`src/rtl/counter_mod10_pkg.sv`:
```
// rtl/counter_mod10_pkg.sv - shared timer digit constants and types
package counter_mod10_pkg;

    localparam int TIMER_MODULUS = 10;
    localparam int TIMER_WIDTH   = 4;

    typedef logic [TIMER_WIDTH-1:0] bcd_digit_t;

    localparam bcd_digit_t DIGIT_MAX  = bcd_digit_t'(TIMER_MODULUS - 1);
    localparam bcd_digit_t DIGIT_ZERO = bcd_digit_t'(0);

endpackage

```
`src/rtl/counter_mod10.sv`:
```
// rtl/counter_mod10.sv - single BCD down-counter digit with load, wrap and borrow
module counter_mod10
    import counter_mod10_pkg::*;
#(
    parameter int MODULUS = TIMER_MODULUS,
    parameter int WIDTH   = TIMER_WIDTH
) (
    input  logic             clock,
    input  logic             clrn,
    input  logic             loadn,
    input  logic             enable,
    input  logic [WIDTH-1:0] data,
    output logic [WIDTH-1:0] ones,
    output logic             tc,
    output logic             zero
);

    localparam logic [WIDTH-1:0] MAX_VAL  = WIDTH'(MODULUS - 1);
    localparam logic [WIDTH-1:0] ZERO_VAL = '0;

    logic [WIDTH-1:0] ones_q;
    logic [WIDTH-1:0] ones_d;
    logic             at_zero;

    assign at_zero = (ones_q == ZERO_VAL);

    // Next digit: load (saturated to the top digit) beats count-down; an
    // out-of-range digit is steered back to the top digit.
    always_comb begin
        ones_d = (ones_q > MAX_VAL) ? MAX_VAL : ones_q;
        if (!loadn) begin
            ones_d = (data > MAX_VAL) ? MAX_VAL : data;
        end else if (enable) begin
            if (at_zero || (ones_q > MAX_VAL)) begin
                ones_d = MAX_VAL;
            end else begin
                ones_d = ones_q - WIDTH'(1);
            end
        end
    end

    // Digit register; clear has priority over everything else.
    always_ff @(posedge clock) begin
        if (!clrn) begin
            ones_q <= ZERO_VAL;
        end else begin
            ones_q <= ones_d;
        end
    end

    assign ones = ones_q;
    assign zero = at_zero;
    // Borrow is only raised when this edge will actually wrap 0 -> max.
    assign tc   = clrn & loadn & enable & at_zero;

endmodule

```
`config.mk`:
```
export PLATFORM = sky130hd
export DESIGN_NAME = counter_mod10
export DESIGN_NICKNAME = d
export VERILOG_FILES = /design/src/rtl/counter_mod10_pkg.sv /design/src/rtl/counter_mod10.sv
export SDC_FILE = /design/constraint.sdc
export NUM_CORES = 1
export LEC_CHECK = 0
export CAP_MARGIN = 40
export CORE_AREA = 4 4 41 43
export CTS_CLUSTER_SIZE = 12
export DETAILED_ROUTE_END_ITERATION = 8
export DIE_AREA = 0 0 45 47
export HOLD_SLACK_MARGIN = 0.02
export PLACE_DENSITY = 0.67
export RECOVER_POWER = 50
export SYNTH_ARGS = -nofsm -noshare
export SYNTH_HDL_FRONTEND = slang
export SYNTH_SLANG_ARGS = --single-unit
export TNS_END_PERCENT = 50
```
`constraint.sdc`:
```
create_clock -name clock -period 3.2 [get_ports clock]
set_input_delay 0.64 -clock clock [delete_from_list [all_inputs] [get_ports clock]]
set_output_delay 0.64 -clock clock [all_outputs]
set_load 0.01 [all_outputs]
```
==> metrics.txt, run 1 <==
# TYPE chip_impl_metric gauge
chip_impl_metric{name="ys_seq_area_share",unit="%"} 21.0
chip_impl_metric{name="power.sequential.fraction",unit="%"} 31.8
chip_impl_metric{name="layout.filler_cells",unit=""} 152
chip_impl_metric{name="grt_pass1_vias",unit=""} 364
chip_impl_metric{name="detailedRoute.firstIterationViolations",unit=""} 7
chip_impl_metric{name="design.die.area",unit="sq mm"} 0.00212
chip_impl_metric{name="n_antenna_cell",unit=""} 0
chip_impl_metric{name="post-route-min-period",unit="ns"} 2.80
chip_impl_metric{name="critPathMaxStageDelay",unit="ns"} 0.73
chip_impl_metric{name="num_io_pins",unit=""} 14
chip_impl_metric{name="row_count",unit=""} 13
chip_impl_metric{name="layoutNonFillerInstCount",unit=""} 71
chip_impl_metric{name="wl_met2",unit="um"} 400
chip_impl_metric{name="gp_routability_congestion",unit=""} 0.727
chip_impl_metric{name="placedCellCount",unit=""} 68
chip_impl_metric{name="power.share.clock",unit="%"} 31.5
chip_impl_metric{name="max_slew_margin",unit="%"} 72.3
chip_impl_metric{name="tritoncts_num_sinks",unit=""} 4
chip_impl_info{name="cp_top_family",value="buffers and inverters"} 1
chip_impl_info{name="tritoncts",value="done"} 1
chip_impl_info{name="path_type_of_the_worst_setup_path",value="input pin to output port"} 1
chip_impl_metric{name="p_leak",unit="uW"} 0.000205
chip_impl_info{name="cp_cell_sequence",value="dlygate4sd3_1 -> and4_2 -> clkdlybuf4s50_1"} 1
chip_impl_metric{name="final_layout_size_suffix_gt1_share",unit="%"} 14.3
chip_impl_info{name="clock_tree.root_cell",value="sky130_fd_sc_hd__clkbuf_4"} 1
chip_impl_info{name="critPathSlowestCell",value="sky130_fd_sc_hd__dlygate4sd3_1"} 1
chip_impl_info{name="most-common-layout-cells",value="sky130_fd_sc_hd__clkdlybuf4s50_1 (9), sky130_fd_sc_hd__nand2_1 (5), sky130_fd_sc_hd__dlygate4sd3_1 (4), sky130_fd_sc_hd__dfxtp_1 (4)"} 1
chip_impl_metric{name="power.net_switching",unit="uW"} 63.2
chip_impl_metric{name="via_count",unit=""} 384
chip_impl_metric{name="final.setup.worst_slack",unit="ns"} 0.396
chip_impl_metric{name="post_drt_wl_per_cell",unit="um"} 12.6
chip_impl_metric{name="final_global_route_overflow_total",unit=""} 0
chip_impl_metric{name="timing.critical_path.buf_inv",unit=""} 2
chip_impl_metric{name="global_route_wire_length_before_repair",unit="mm"} 1.49
chip_impl_metric{name="finalSetupViolCount",unit=""} 0
chip_impl_metric{name="cts_buffers",unit=""} 3
chip_impl_metric{name="start_util",unit="%"} 29.3
chip_impl_metric{name="wl_met1",unit="um"} 422
chip_impl_metric{name="max_cap_viol_count",unit=""} 0
chip_impl_metric{name="port_buffers",unit=""} 13
chip_impl_metric{name="cts.hold.buffers_added",unit=""} 0
chip_impl_info{name="crit_path_start_kind",value="input pin"} 1
chip_impl_metric{name="synthesis.area_per_instance",unit="sq um"} 9.09
chip_impl_metric{name="finalWirelength",unit="um"} 893
chip_impl_metric{name="dp_worst_setup_slack",unit="ns"} 0.477
chip_impl_metric{name="maximum_number_of_pins_on_one_net_before_global_route_repair",unit=""} 12
chip_impl_metric{name="vias_per_cell",unit=""} 5.41
chip_impl_metric{name="die_width",unit="um"} 45
chip_impl_metric{name="internal-power",unit="uW"} 136
chip_impl_metric{name="timing_hold_violations_final",unit=""} 0
chip_impl_info{name="maxUsedRoutingLayer",value="met4"} 1
chip_impl_metric{name="final-max-slew-violation-count",unit=""} 0
chip_impl_metric{name="power_density",unit="mW/mm^2"} 371
chip_impl_metric{name="post-cts-setup-buffer-count",unit=""} 0
chip_impl_metric{name="netSwitchingFraction",unit="%"} 31.7
chip_impl_metric{name="coreArea",unit="sq mm"} 0.00130
chip_impl_metric{name="timing.setup.tns",unit="ns"} 0
chip_impl_info{name="run_status",value="finished clean"} 1
chip_impl_metric{name="post_cts_resized",unit=""} 0
chip_impl_metric{name="yosys_register_bits",unit=""} 4
chip_impl_metric{name="drt.antenna.violating_nets",unit=""} 0
chip_impl_info{name="final_common_cell",value="sky130_fd_sc_hd__clkdlybuf4s50_1"} 1
chip_impl_metric{name="share_comb_of_total_power",unit="%"} 36.7
chip_impl_metric{name="post-route-drc-count",unit=""} 0
chip_impl_metric{name="syn_to_final_growth",unit="%"} 40.7
chip_impl_metric{name="cts.path.max_buffers",unit=""} 2
chip_impl_metric{name="hpwl",unit="um"} 699
chip_impl_metric{name="synth.distinct_cells",unit=""} 27
chip_impl_metric{name="fin_nets",unit=""} 69
chip_impl_metric{name="worst_path_max_fanout",unit=""} 10
chip_impl_info{name="end_kind",value="output port"} 1
chip_impl_metric{name="final_min_period_over_clock_period",unit="%"} 87.6
chip_impl_info{name="rsz0062_at_grt",value="false"} 1
chip_impl_metric{name="clk_pin_slew",unit="ns"} 0.03
chip_impl_metric{name="ir_worst_vdd",unit="mV"} 0.266
chip_impl_metric{name="clock_insertion_delay_worst_skew",unit="ns"} 0.24
chip_impl_metric{name="critPathRequiredTime",unit="ns"} 2.56
chip_impl_metric{name="synth_warnings",unit=""} 0
chip_impl_metric{name="gr-usage-all-layers",unit="%"} 10.1
chip_impl_metric{name="synth_area",unit="sq um"} 382
chip_impl_metric{name="chip_height",unit="um"} 47
chip_impl_metric{name="syn_inst",unit=""} 42
chip_impl_metric{name="router_iterations_before_antenna_repair",unit=""} 2
chip_impl_metric{name="worst_clock_skew",unit="ns"} 0.00365
chip_impl_metric{name="antenna_found_initial",unit=""} 0
chip_impl_metric{name="final.hold.worst_slack",unit="ns"} 0.617
chip_impl_metric{name="fmax",unit="MHz"} 357
chip_impl_metric{name="cts-htree-levels",unit=""} 1
chip_impl_metric{name="final_util",unit="%"} 41.3
chip_impl_metric{name="worstMarginPinSlew",unit="ns"} 0.415
chip_impl_metric{name="post_synthesis_net_count",unit=""} 53
chip_impl_metric{name="largest_register_ff_count",unit=""} 4
chip_impl_metric{name="crit_arrival",unit="ns"} 2.16
chip_impl_metric{name="dr_wl_met3",unit="um"} 66
chip_impl_info{name="worst_hold_path_type",value="flip-flop to flip-flop"} 1
-- cells in the mapped netlist, drive strengths merged --
| cell type | number | area (sq um) |
|---|---|---|
| nand2 | 5 | 18.8 |
| dfxtp | 4 | 80.1 |
| ha | 3 | 37.5 |
| inv | 3 | 11.3 |
| a2111oi | 2 | 23.8 |
| a21oi | 2 | 10.0 |
| buf | 2 | 16.3 |
| nand2b | 2 | 12.5 |
| nand3b | 2 | 15.0 |
| nor3b | 2 | 26.3 |
| o21ai | 2 | 10.0 |
| o21bai | 2 | 26.3 |
| a211o | 1 | 10.0 |
| a211oi | 1 | 7.51 |
| a32o | 1 | 10.0 |
| and4 | 1 | 10.0 |
| nor2 | 1 | 3.75 |
| o211a | 1 | 10.0 |
| o21a | 1 | 7.51 |
| o311a | 1 | 10.0 |
| o31ai | 1 | 7.51 |
| o32ai | 1 | 8.76 |
| o41ai | 1 | 8.76 |
-- worst reg2reg max path: cells and delay by family (launching register included) --
kind	cells	cell delay, ns
AOI/OAI and AO/OA	3	0.69
DFF	1	0.39
adders and majority gates	1	0.27
buffers and inverters	1	0.12
-- stage by stage --
stage,area (sq um),power (uW)
floorplan,382,109
global placement,514,138
detailed placement,514,139
CTS,537,203
global route,537,214
finish,537,199
-- power by group through the flow --
stage,Combinational [uW],Clock (uW),Sequential (uW)
6_report,73.2,62.7,63.5
5_1_grt,81.3,68.4,64.5
4_1_cts,74.8,65.0,63.5
3_5_place_dp,74.4,0,64.3
3_3_place_gp,73.3,0,64.6
2_1_floorplan,46.2,0,62.3
-- per-layer routing --
| layer | vias to the layer above | global-route usage [%] |
|---|---|---|
| met2 | 13 | 16.1 |
| met3 | 2 | 6.13 |
| met1 | 177 | 11.1 |
| li1 | 192 | - |
| met4 | 0 | 3.51 |
| met5 | - | 0 |
-- kinds of logic (layout without fill, tap and decap cells) --
| family | Yosys count | after routing | synth area share [%] |
|---|---|---|---|
| flops | 4 | 4 | 21.0 |
| buf+inv | 5 | 19 | 7.21 |
| compound gates | 17 | 17 | 39.3 |
| fa+ha+maj | 3 | 3 | 9.84 |
| simple gates | 13 | 13 | 22.6 |
-- final timing paths --
check / startpoint / end / slack, ns / cells after the start
max: loadn / tc / 0.40 / 3
min: ones[0]$_SDFFE_PN0P_ / ones[0]$_SDFFE_PN0P_ / 0.62 / 2
max reg2reg: ones[0]$_SDFFE_PN0P_ / ones[1]$_SDFFE_PN0P_ / 1.62 / 5
min reg2reg: ones[0]$_SDFFE_PN0P_ / ones[0]$_SDFFE_PN0P_ / 0.62 / 2
-- area by class of cell --
type / instances / area, sq um / area share (%)
tap: 15 / 18.8 / 3.50
inverter: 3 / 11.3 / 2.10
clock buffer: 3 / 22.5 / 4.20
timing repair buffer: 13 / 130 / 24.2
multi-input combinational: 33 / 274 / 51.0
sequential: 4 / 80.1 / 14.9
(Power assumes the default switching activity.)
==> run 2, diff against run 1 <==
--- a/config.mk
+++ b/config.mk
@@ -5,14 +5,16 @@
 export SDC_FILE = /design/constraint.sdc
 export NUM_CORES = 1
 export LEC_CHECK = 0
+export ABC_AREA = 1
 export CAP_MARGIN = 40
-export CORE_AREA = 4 4 41 43
+export CORE_AREA = 5 5 42 44
 export CTS_CLUSTER_SIZE = 12
 export DETAILED_ROUTE_END_ITERATION = 8
-export DIE_AREA = 0 0 45 47
+export DIE_AREA = 0 0 47 49
 export HOLD_SLACK_MARGIN = 0.02
-export PLACE_DENSITY = 0.67
+export PLACE_DENSITY = 0.63
 export RECOVER_POWER = 50
+export SETUP_SLACK_MARGIN = 0.02
 export SYNTH_ARGS = -nofsm -noshare
 export SYNTH_HDL_FRONTEND = slang
 export SYNTH_SLANG_ARGS = --single-unit
==> metrics.txt, run 2 <==
# TYPE chip_impl_metric gauge
chip_impl_info{name="run_status",value="finished clean"} 1
chip_impl_metric{name="synthXorXnorAreaFrac",unit="%"} 2.57
chip_impl_metric{name="timing_hold_violations_final",unit=""} 0
chip_impl_metric{name="synthArstFlopShare",unit="%"} 0
chip_impl_metric{name="start_util",unit="%"} 24.3
chip_impl_info{name="clock_tree.root_cell",value="sky130_fd_sc_hd__clkbuf_4"} 1
chip_impl_metric{name="max_slew_margin",unit="%"} 86.7
chip_impl_info{name="final_common_cell",value="sky130_fd_sc_hd__nand2_1"} 1
chip_impl_metric{name="layout.filler_cells",unit=""} 157
chip_impl_metric{name="final-max-slew-violation-count",unit=""} 0
chip_impl_metric{name="post_synthesis_net_count",unit=""} 65
chip_impl_metric{name="hpwl",unit="um"} 717
chip_impl_info{name="yosysMostFrequentCell",value="sky130_fd_sc_hd__nand2_1"} 1
chip_impl_metric{name="antenna_found_initial",unit=""} 0
chip_impl_metric{name="timing.critical_path.buf_inv",unit=""} 2
chip_impl_metric{name="layoutNonFillerInstCount",unit=""} 86
chip_impl_metric{name="synth_warnings",unit=""} 0
chip_impl_metric{name="crit_arrival",unit="ns"} 2.02
chip_impl_metric{name="row_count",unit=""} 14
chip_impl_metric{name="router_iterations_before_antenna_repair",unit=""} 4
chip_impl_metric{name="n_antenna_cell",unit=""} 0
chip_impl_metric{name="synth_simple_gate_area_share",unit="%"} 34.6
chip_impl_metric{name="cts.hold.buffers_added",unit=""} 0
chip_impl_metric{name="worst_clock_skew",unit="ns"} 0.000267
chip_impl_metric{name="post_synth_edffs",unit=""} 0
chip_impl_metric{name="syn_to_final_growth",unit="%"} 49.3
chip_impl_info{name="path_type_of_the_worst_setup_path",value="input pin to output port"} 1
chip_impl_metric{name="ir_worst_vdd",unit="mV"} 0.185
chip_impl_metric{name="worstMarginPinSlew",unit="ns"} 0.199
chip_impl_metric{name="largest_register_ff_count",unit=""} 4
chip_impl_metric{name="fin_nets",unit=""} 83
chip_impl_metric{name="gp_routability_congestion",unit=""} 0.855
chip_impl_info{name="critPathSlowestCell",value="sky130_fd_sc_hd__dlygate4sd3_1"} 1
chip_impl_metric{name="global_route_wire_length_before_repair",unit="mm"} 1.35
chip_impl_metric{name="finalSetupViolCount",unit=""} 0
chip_impl_metric{name="fmax",unit="MHz"} 375
chip_impl_metric{name="cts_buffers",unit=""} 3
chip_impl_metric{name="final_min_period_over_clock_period",unit="%"} 83.2
chip_impl_metric{name="coreArea",unit="sq mm"} 0.00140
chip_impl_metric{name="area.sequential",unit="sq um"} 80.1
chip_impl_metric{name="timing.setup.tns",unit="ns"} 0
chip_impl_metric{name="max_cap_viol_count",unit=""} 0
chip_impl_metric{name="cts.path.max_buffers",unit=""} 2
chip_impl_info{name="most-common-layout-cells",value="sky130_fd_sc_hd__nand2_1 (13), sky130_fd_sc_hd__clkdlybuf4s50_1 (11), sky130_fd_sc_hd__nor2_1 (8), sky130_fd_sc_hd__inv_1 (7), sky130_fd_sc_hd__o21ai_0 (7)"} 1
chip_impl_info{name="worst_hold_path_type",value="flip-flop to flip-flop"} 1
chip_impl_info{name="dominantRegCellSynth",value="sky130_fd_sc_hd__dfxtp_1"} 1
chip_impl_metric{name="chip_height",unit="um"} 49
chip_impl_metric{name="final_layout_size_suffix_gt1_share",unit="%"} 12.9
chip_impl_metric{name="synth_area",unit="sq um"} 340
chip_impl_info{name="rsz0062_at_grt",value="false"} 1
chip_impl_metric{name="post-cts-setup-buffer-count",unit=""} 0
chip_impl_metric{name="grt_pass1_vias",unit=""} 352
chip_impl_info{name="synth_largest_area_cell",value="sky130_fd_sc_hd__dfxtp_1"} 1
chip_impl_metric{name="post_cts_resized",unit=""} 0
chip_impl_metric{name="worst_path_max_fanout",unit=""} 5
chip_impl_metric{name="via_count",unit=""} 380
chip_impl_metric{name="critPathMaxStageDelay",unit="ns"} 0.61
chip_impl_metric{name="synth_compound_gate_area_share",unit="%"} 19.5
chip_impl_metric{name="yosys_register_bits",unit=""} 4
chip_impl_metric{name="critPathRequiredTime",unit="ns"} 2.56
chip_impl_metric{name="clk_pin_slew",unit="ns"} 0.03
chip_impl_metric{name="p_leak",unit="uW"} 0.000238
chip_impl_metric{name="final_global_route_overflow_total",unit=""} 0
chip_impl_info{name="cp_cell_sequence",value="dlygate4sd3_1 -> nand2_1 -> nor2_1 -> clkdlybuf4s50_1"} 1
chip_impl_metric{name="yosys.area_share.adder",unit="%"} 11.0
chip_impl_metric{name="post-route-drc-count",unit=""} 0
chip_impl_metric{name="total_power",unit="uW"} 195
chip_impl_metric{name="die_width",unit="um"} 47
chip_impl_metric{name="num_io_pins",unit=""} 14
chip_impl_info{name="cp_top_family",value="buffers and inverters"} 1
chip_impl_metric{name="cts-htree-levels",unit=""} 1
chip_impl_metric{name="tritoncts_num_sinks",unit=""} 4
chip_impl_metric{name="placedCellCount",unit=""} 83
chip_impl_info{name="synthTopCellsByCount",value="sky130_fd_sc_hd__nand2_1 (12), sky130_fd_sc_hd__inv_1 (7), sky130_fd_sc_hd__nor2_1 (7), sky130_fd_sc_hd__o21ai_0 (7), sky130_fd_sc_hd__dfxtp_1 (4)"} 1
chip_impl_metric{name="design.die.area",unit="sq mm"} 0.00230
chip_impl_metric{name="final_cell_area",unit="sq um"} 508
chip_impl_info{name="tritoncts",value="done"} 1
chip_impl_metric{name="multi_input_comb_area",unit="sq um"} 225
chip_impl_metric{name="synthesis.area_per_instance",unit="sq um"} 6.30
chip_impl_metric{name="post_drt_wl_per_cell",unit="um"} 9.44
chip_impl_info{name="crit_path_start_kind",value="input pin"} 1
chip_impl_info{name="end_kind",value="output port"} 1
chip_impl_metric{name="clock_insertion_delay_worst_skew",unit="ns"} 0.23
chip_impl_metric{name="ys_seq_area_share",unit="%"} 23.5
chip_impl_metric{name="port_buffers",unit=""} 13
chip_impl_metric{name="synth_top_area_share",unit="%"} 23.5
chip_impl_metric{name="syn_inst",unit=""} 54
chip_impl_metric{name="final.hold.worst_slack",unit="ns"} 0.577
chip_impl_metric{name="drt.antenna.violating_nets",unit=""} 0
chip_impl_info{name="synthTopCellsByArea",value="sky130_fd_sc_hd__dfxtp_1 (24%), sky130_fd_sc_hd__nand2_1 (13%), sky130_fd_sc_hd__ha_1 (11%), sky130_fd_sc_hd__o21ai_0 (10%), sky130_fd_sc_hd__inv_1 (7.7%)"} 1
chip_impl_metric{name="post_synth_mux_area_share",unit="%"} 0
chip_impl_metric{name="maximum_number_of_pins_on_one_net_before_global_route_repair",unit=""} 6
chip_impl_metric{name="synth.distinct_cells",unit=""} 15
chip_impl_metric{name="detailedRoute.firstIterationViolations",unit=""} 11
chip_impl_metric{name="gr-usage-all-layers",unit="%"} 8.31
chip_impl_metric{name="power_density",unit="mW/mm^2"} 383
chip_impl_metric{name="post-route-min-period",unit="ns"} 2.66
chip_impl_metric{name="vias_per_cell",unit=""} 4.42
chip_impl_info{name="main_combinational_cell_family_by_area_after_synthesis",value="simple AND/OR/NAND/NOR gates"} 1
chip_impl_metric{name="finalWirelength",unit="um"} 812
chip_impl_metric{name="placement.cell_area",unit="sq um"} 490
## run 2: cell types whose count changed in the layout (fill, tap and decap cells not counted), moves of 2 or more
cell,before,now
sky130_fd_sc_hd__nand2b_1,2,0
sky130_fd_sc_hd__nand3b_1,2,0
sky130_fd_sc_hd__o21ai_0,2,7
sky130_fd_sc_hd__inv_1,3,7
sky130_fd_sc_hd__clkdlybuf4s50_1,9,11
sky130_fd_sc_hd__nor2_1,1,8
sky130_fd_sc_hd__nand2_1,5,13
sky130_fd_sc_hd__nand2_2,0,2
sky130_fd_sc_hd__dlygate4sd3_1,4,2
## run 2: worst register-to-register path: cells and delay by family (launching register included)
kind / cells / cell delay, ns
adders and majority gates: 1 / 0.24
DFF: 1 / 0.39
and+or+nand+nor: 4 / 0.32
AOI/OAI and AO/OA: 2 / 0.29
buffers and inverters: 1 / 0.11
## run 2: path summary, 6_finish.rpt
| path | cells after the start | startpoint | slack [ns] | end |
|---|---|---|---|---|
| worst min register to register | 3 | ones[0]$_SDFFE_PN0P_ | 0.58 | ones[0]$_SDFFE_PN0P_ |
| worst max-delay path | 4 | loadn | 0.54 | tc |
| worst min-delay path | 3 | ones[0]$_SDFFE_PN0P_ | 0.58 | ones[0]$_SDFFE_PN0P_ |
| worst max register to register | 8 | ones[0]$_SDFFE_PN0P_ | 1.74 | ones[1]$_SDFFE_PN0P_ |
## run 2: layout make-up
cell class / count / share of cell area, %
tap: 16 / 3.94
timing repair buffer: 13 / 25.6
sequential: 4 / 15.8
clock buffer: 3 / 4.43
inverter: 8 / 5.91
multi-input combinational: 42 / 44.3
## run 2: stage by stage
step / util [%] / worst slack (ns)
floorplan: - / 1.52
global placement: 35.0 / 0.630
detailed placement: 35.0 / 0.611
CTS: 36.6 / 0.610
global route: 36.3 / 0.475
finish: 36.3 / 0.536
## run 2: cells by family after synthesis
group / after synthesis
flops: 4
compound gates: 12
fa+ha+maj: 3
simple gates: 26
xor+xnor: 1
buf+inv: 8
## run 2: per-layer routing
| metal | GRT usage (%) | routed length, um |
|---|---|---|
| met4 | 6.91 | 0 |
| met2 | 12.2 | 447 |
| met3 | 2.21 | 14 |
| met1 | 9.45 | 350 |
| met5 | 0 | 0 |
## run 2: report_power, final
part           internal (uW)  switching (uW)
logic                   37.0            37.7
clock network           41.7            17.0
registers               55.2            6.21
total                    134            60.9
==> run 3, diff against run 2 <==
--- a/config.mk
+++ b/config.mk
@@ -12,7 +12,7 @@
 export DETAILED_ROUTE_END_ITERATION = 8
 export DIE_AREA = 0 0 47 49
 export HOLD_SLACK_MARGIN = 0.02
-export PLACE_DENSITY = 0.63
+export PLACE_DENSITY = 0.65
 export RECOVER_POWER = 50
 export SETUP_SLACK_MARGIN = 0.02
 export SYNTH_ARGS = -nofsm -noshare
==> constraint.sdc (replaced) <==
create_clock -name clock -period 2.2 [get_ports clock]
set_input_delay 0.44 -clock clock [delete_from_list [all_inputs] [get_ports clock]]
set_output_delay 0.44 -clock clock [all_outputs]
set_load 0.01 [all_outputs]
==> metrics.txt, run 3 (synthesized netlist as in run 2, its figures left out) <==
# TYPE chip_impl_metric gauge
chip_impl_info{name="run_status",value="finished clean"} 1
chip_impl_metric{name="post-route-drc-count",unit=""} 0
chip_impl_metric{name="final_util",unit="%"} 38.3
chip_impl_info{name="final_common_cell",value="sky130_fd_sc_hd__nand2_1"} 1
chip_impl_metric{name="dp_worst_setup_slack",unit="ns"} 0.0837
chip_impl_metric{name="ir_worst_vdd",unit="mV"} 0.265
chip_impl_metric{name="drt.antenna.violating_nets",unit=""} 0
chip_impl_metric{name="router_iterations_before_antenna_repair",unit=""} 2
chip_impl_metric{name="final_global_route_overflow_total",unit=""} 0
chip_impl_info{name="rsz0062_at_grt",value="false"} 1
chip_impl_metric{name="power.share.clock",unit="%"} 30.2
chip_impl_info{name="worst_hold_path_type",value="flip-flop to flip-flop"} 1
chip_impl_metric{name="cts_buffers",unit=""} 3
chip_impl_metric{name="finalSetupViolCount",unit=""} 0
chip_impl_metric{name="via_count",unit=""} 384
chip_impl_metric{name="worstMarginPinSlew",unit="ns"} 0.191
chip_impl_metric{name="n_antenna_cell",unit=""} 0
chip_impl_metric{name="crit_arrival",unit="ns"} 1.53
chip_impl_metric{name="final_layout_size_suffix_gt1_share",unit="%"} 16.2
chip_impl_metric{name="dr_wl_met3",unit="um"} 2
chip_impl_metric{name="final.setup.worst_slack",unit="ns"} 0.234
chip_impl_info{name="path_type_of_the_worst_setup_path",value="flip-flop to output port"} 1
chip_impl_info{name="end_kind",value="output port"} 1
chip_impl_metric{name="wl_met2",unit="um"} 478
chip_impl_metric{name="final.hold.worst_slack",unit="ns"} 0.564
chip_impl_metric{name="port_buffers",unit=""} 13
chip_impl_metric{name="p_leak",unit="uW"} 0.000271
chip_impl_metric{name="final-max-slew-violation-count",unit=""} 0
chip_impl_info{name="crit_path_start_kind",value="flip-flop"} 1
chip_impl_metric{name="gr-usage-all-layers",unit="%"} 9.71
chip_impl_metric{name="maximum_number_of_pins_on_one_net_before_global_route_repair",unit=""} 6
chip_impl_metric{name="power.net_switching",unit="uW"} 91.4
chip_impl_metric{name="power.sequential.fraction",unit="%"} 30.1
chip_impl_metric{name="row_count",unit=""} 14
chip_impl_info{name="maxUsedRoutingLayer",value="met3"} 1
chip_impl_metric{name="max_slew_margin",unit="%"} 87.2
chip_impl_info{name="tritoncts",value="done"} 1
chip_impl_metric{name="fmax",unit="MHz"} 509
chip_impl_metric{name="tritoncts_num_sinks",unit=""} 4
chip_impl_metric{name="share_comb_of_total_power",unit="%"} 39.6
chip_impl_metric{name="final_cell_area",unit="sq um"} 537
chip_impl_metric{name="hpwl",unit="um"} 772
chip_impl_metric{name="netSwitchingFraction",unit="%"} 31.5
chip_impl_metric{name="design.die.area",unit="sq mm"} 0.00230
chip_impl_metric{name="syn_to_final_growth",unit="%"} 57.7
chip_impl_metric{name="post-cts-setup-buffer-count",unit=""} 0
chip_impl_metric{name="fin_nets",unit=""} 87
chip_impl_metric{name="worst_path_max_fanout",unit=""} 4
chip_impl_info{name="most-common-layout-cells",value="sky130_fd_sc_hd__nand2_1 (13), sky130_fd_sc_hd__clkdlybuf4s50_1 (10), sky130_fd_sc_hd__nor2_1 (8), sky130_fd_sc_hd__inv_1 (7), sky130_fd_sc_hd__o21ai_0 (7)"} 1
chip_impl_metric{name="die_width",unit="um"} 47
chip_impl_metric{name="num_io_pins",unit=""} 14
chip_impl_metric{name="cts.path.max_buffers",unit=""} 2
chip_impl_metric{name="internal-power",unit="uW"} 199
chip_impl_metric{name="timing.setup.tns",unit="ns"} 0
chip_impl_metric{name="global_route_wire_length_before_repair",unit="mm"} 1.68
chip_impl_metric{name="worst_clock_skew",unit="ns"} 0.00233
chip_impl_metric{name="timing_hold_violations_final",unit=""} 0
chip_impl_metric{name="final_min_period_over_clock_period",unit="%"} 89.4
chip_impl_metric{name="placement.cell_area",unit="sq um"} 520
chip_impl_metric{name="vias_per_cell",unit=""} 4.27
chip_impl_metric{name="clock_insertion_delay_worst_skew",unit="ns"} 0.23
chip_impl_metric{name="largest_register_ff_count",unit=""} 4
chip_impl_metric{name="power_density",unit="mW/mm^2"} 541
chip_impl_metric{name="grt_pass1_vias",unit=""} 418
chip_impl_info{name="clock_tree.root_cell",value="sky130_fd_sc_hd__clkbuf_4"} 1
chip_impl_metric{name="critPathRequiredTime",unit="ns"} 1.76
chip_impl_metric{name="coreArea",unit="sq mm"} 0.00140
chip_impl_metric{name="post_drt_wl_per_cell",unit="um"} 9.80
chip_impl_metric{name="post-route-min-period",unit="ns"} 1.97
chip_impl_metric{name="finalWirelength",unit="um"} 882
chip_impl_metric{name="gp_routability_congestion",unit=""} 0.766
chip_impl_metric{name="max_cap_viol_count",unit=""} 0
chip_impl_metric{name="wl_met1",unit="um"} 401
chip_impl_metric{name="antenna_found_initial",unit=""} 0
chip_impl_metric{name="chip_height",unit="um"} 49
chip_impl_metric{name="start_util",unit="%"} 24.3
chip_impl_metric{name="cts-htree-levels",unit=""} 1
chip_impl_metric{name="detailedRoute.firstIterationViolations",unit=""} 5
chip_impl_metric{name="clk_pin_slew",unit="ns"} 0.04
[run 3: changes by cell type in the layout (fill, tap and decap cells not counted)]
cell	previous run	this run
sky130_fd_sc_hd__buf_4	0	3
sky130_fd_sc_hd__clkbuf_1	0	1
sky130_fd_sc_hd__clkdlybuf4s50_1	11	10
sky130_fd_sc_hd__dlymetal6s2s_1	0	1
[run 3: worst paths after layout]
check | startpoint | endpoint | slack (ns) | cells past startpoint
setup / recovery | ones[0]$_SDFFE_PN0P_ | zero | 0.23 | 5
hold / removal | ones[1]$_SDFFE_PN0P_ | ones[1]$_SDFFE_PN0P_ | 0.56 | 2
setup reg to reg | ones[1]$_SDFFE_PN0P_ | ones[1]$_SDFFE_PN0P_ | 0.82 | 8
hold reg to reg | ones[1]$_SDFFE_PN0P_ | ones[1]$_SDFFE_PN0P_ | 0.56 | 2
[run 3: power by group through the flow]
stage | Clock [uW] | Sequential [uW] | Combinational [uW]
2_1_floorplan | 0 | 92.2 | 60.8
3_3_place_gp | 0 | 88.9 | 119
3_5_place_dp | 0 | 88.7 | 120
4_1_cts | 94.7 | 87.6 | 120
5_1_grt | 106 | 89.3 | 131
6_report | 87.8 | 87.5 | 115
[run 3: routing by layer]
| metal | vias to the layer above | track usage, % |
|---|---|---|
| met4 | 0 | 6.91 |
| met1 | 171 | 12.7 |
| met5 | - | 0 |
| met3 | 0 | 1.11 |
| met2 | 2 | 14.0 |
| li1 | 211 | - |
[run 3: through the flow]
stage                     cells  total power (uW)
after floorplan              54               153
after CTS                    90               302
after global routing         90               326
after global placement       87               208
final                        90               290
after detailed placement     87               208
[run 3: area by class of cell]
type                       count  area, sq um
clock buffer                   3         22.5
fill                         166          865
sequential                     4         80.1
inverter                       8         30.0
multi-input combinational     42          225
tap                           16         20.0
timing repair buffer          17          159
[run 3: critical path, cell delays in order, from the launching register on]
cell	delay (ns)
sky130_fd_sc_hd__dfxtp_1	0.30
sky130_fd_sc_hd__inv_1	0.11
sky130_fd_sc_hd__ha_1	0.17
sky130_fd_sc_hd__nand3_2	0.09
sky130_fd_sc_hd__inv_1	0.09
sky130_fd_sc_hd__clkdlybuf4s50_1	0.54
[run 3: repair_timing]
item,in CTS,in global routing
resized for setup,0,1
endpoints found under the setup margin,0,1
hold buffers,0,0
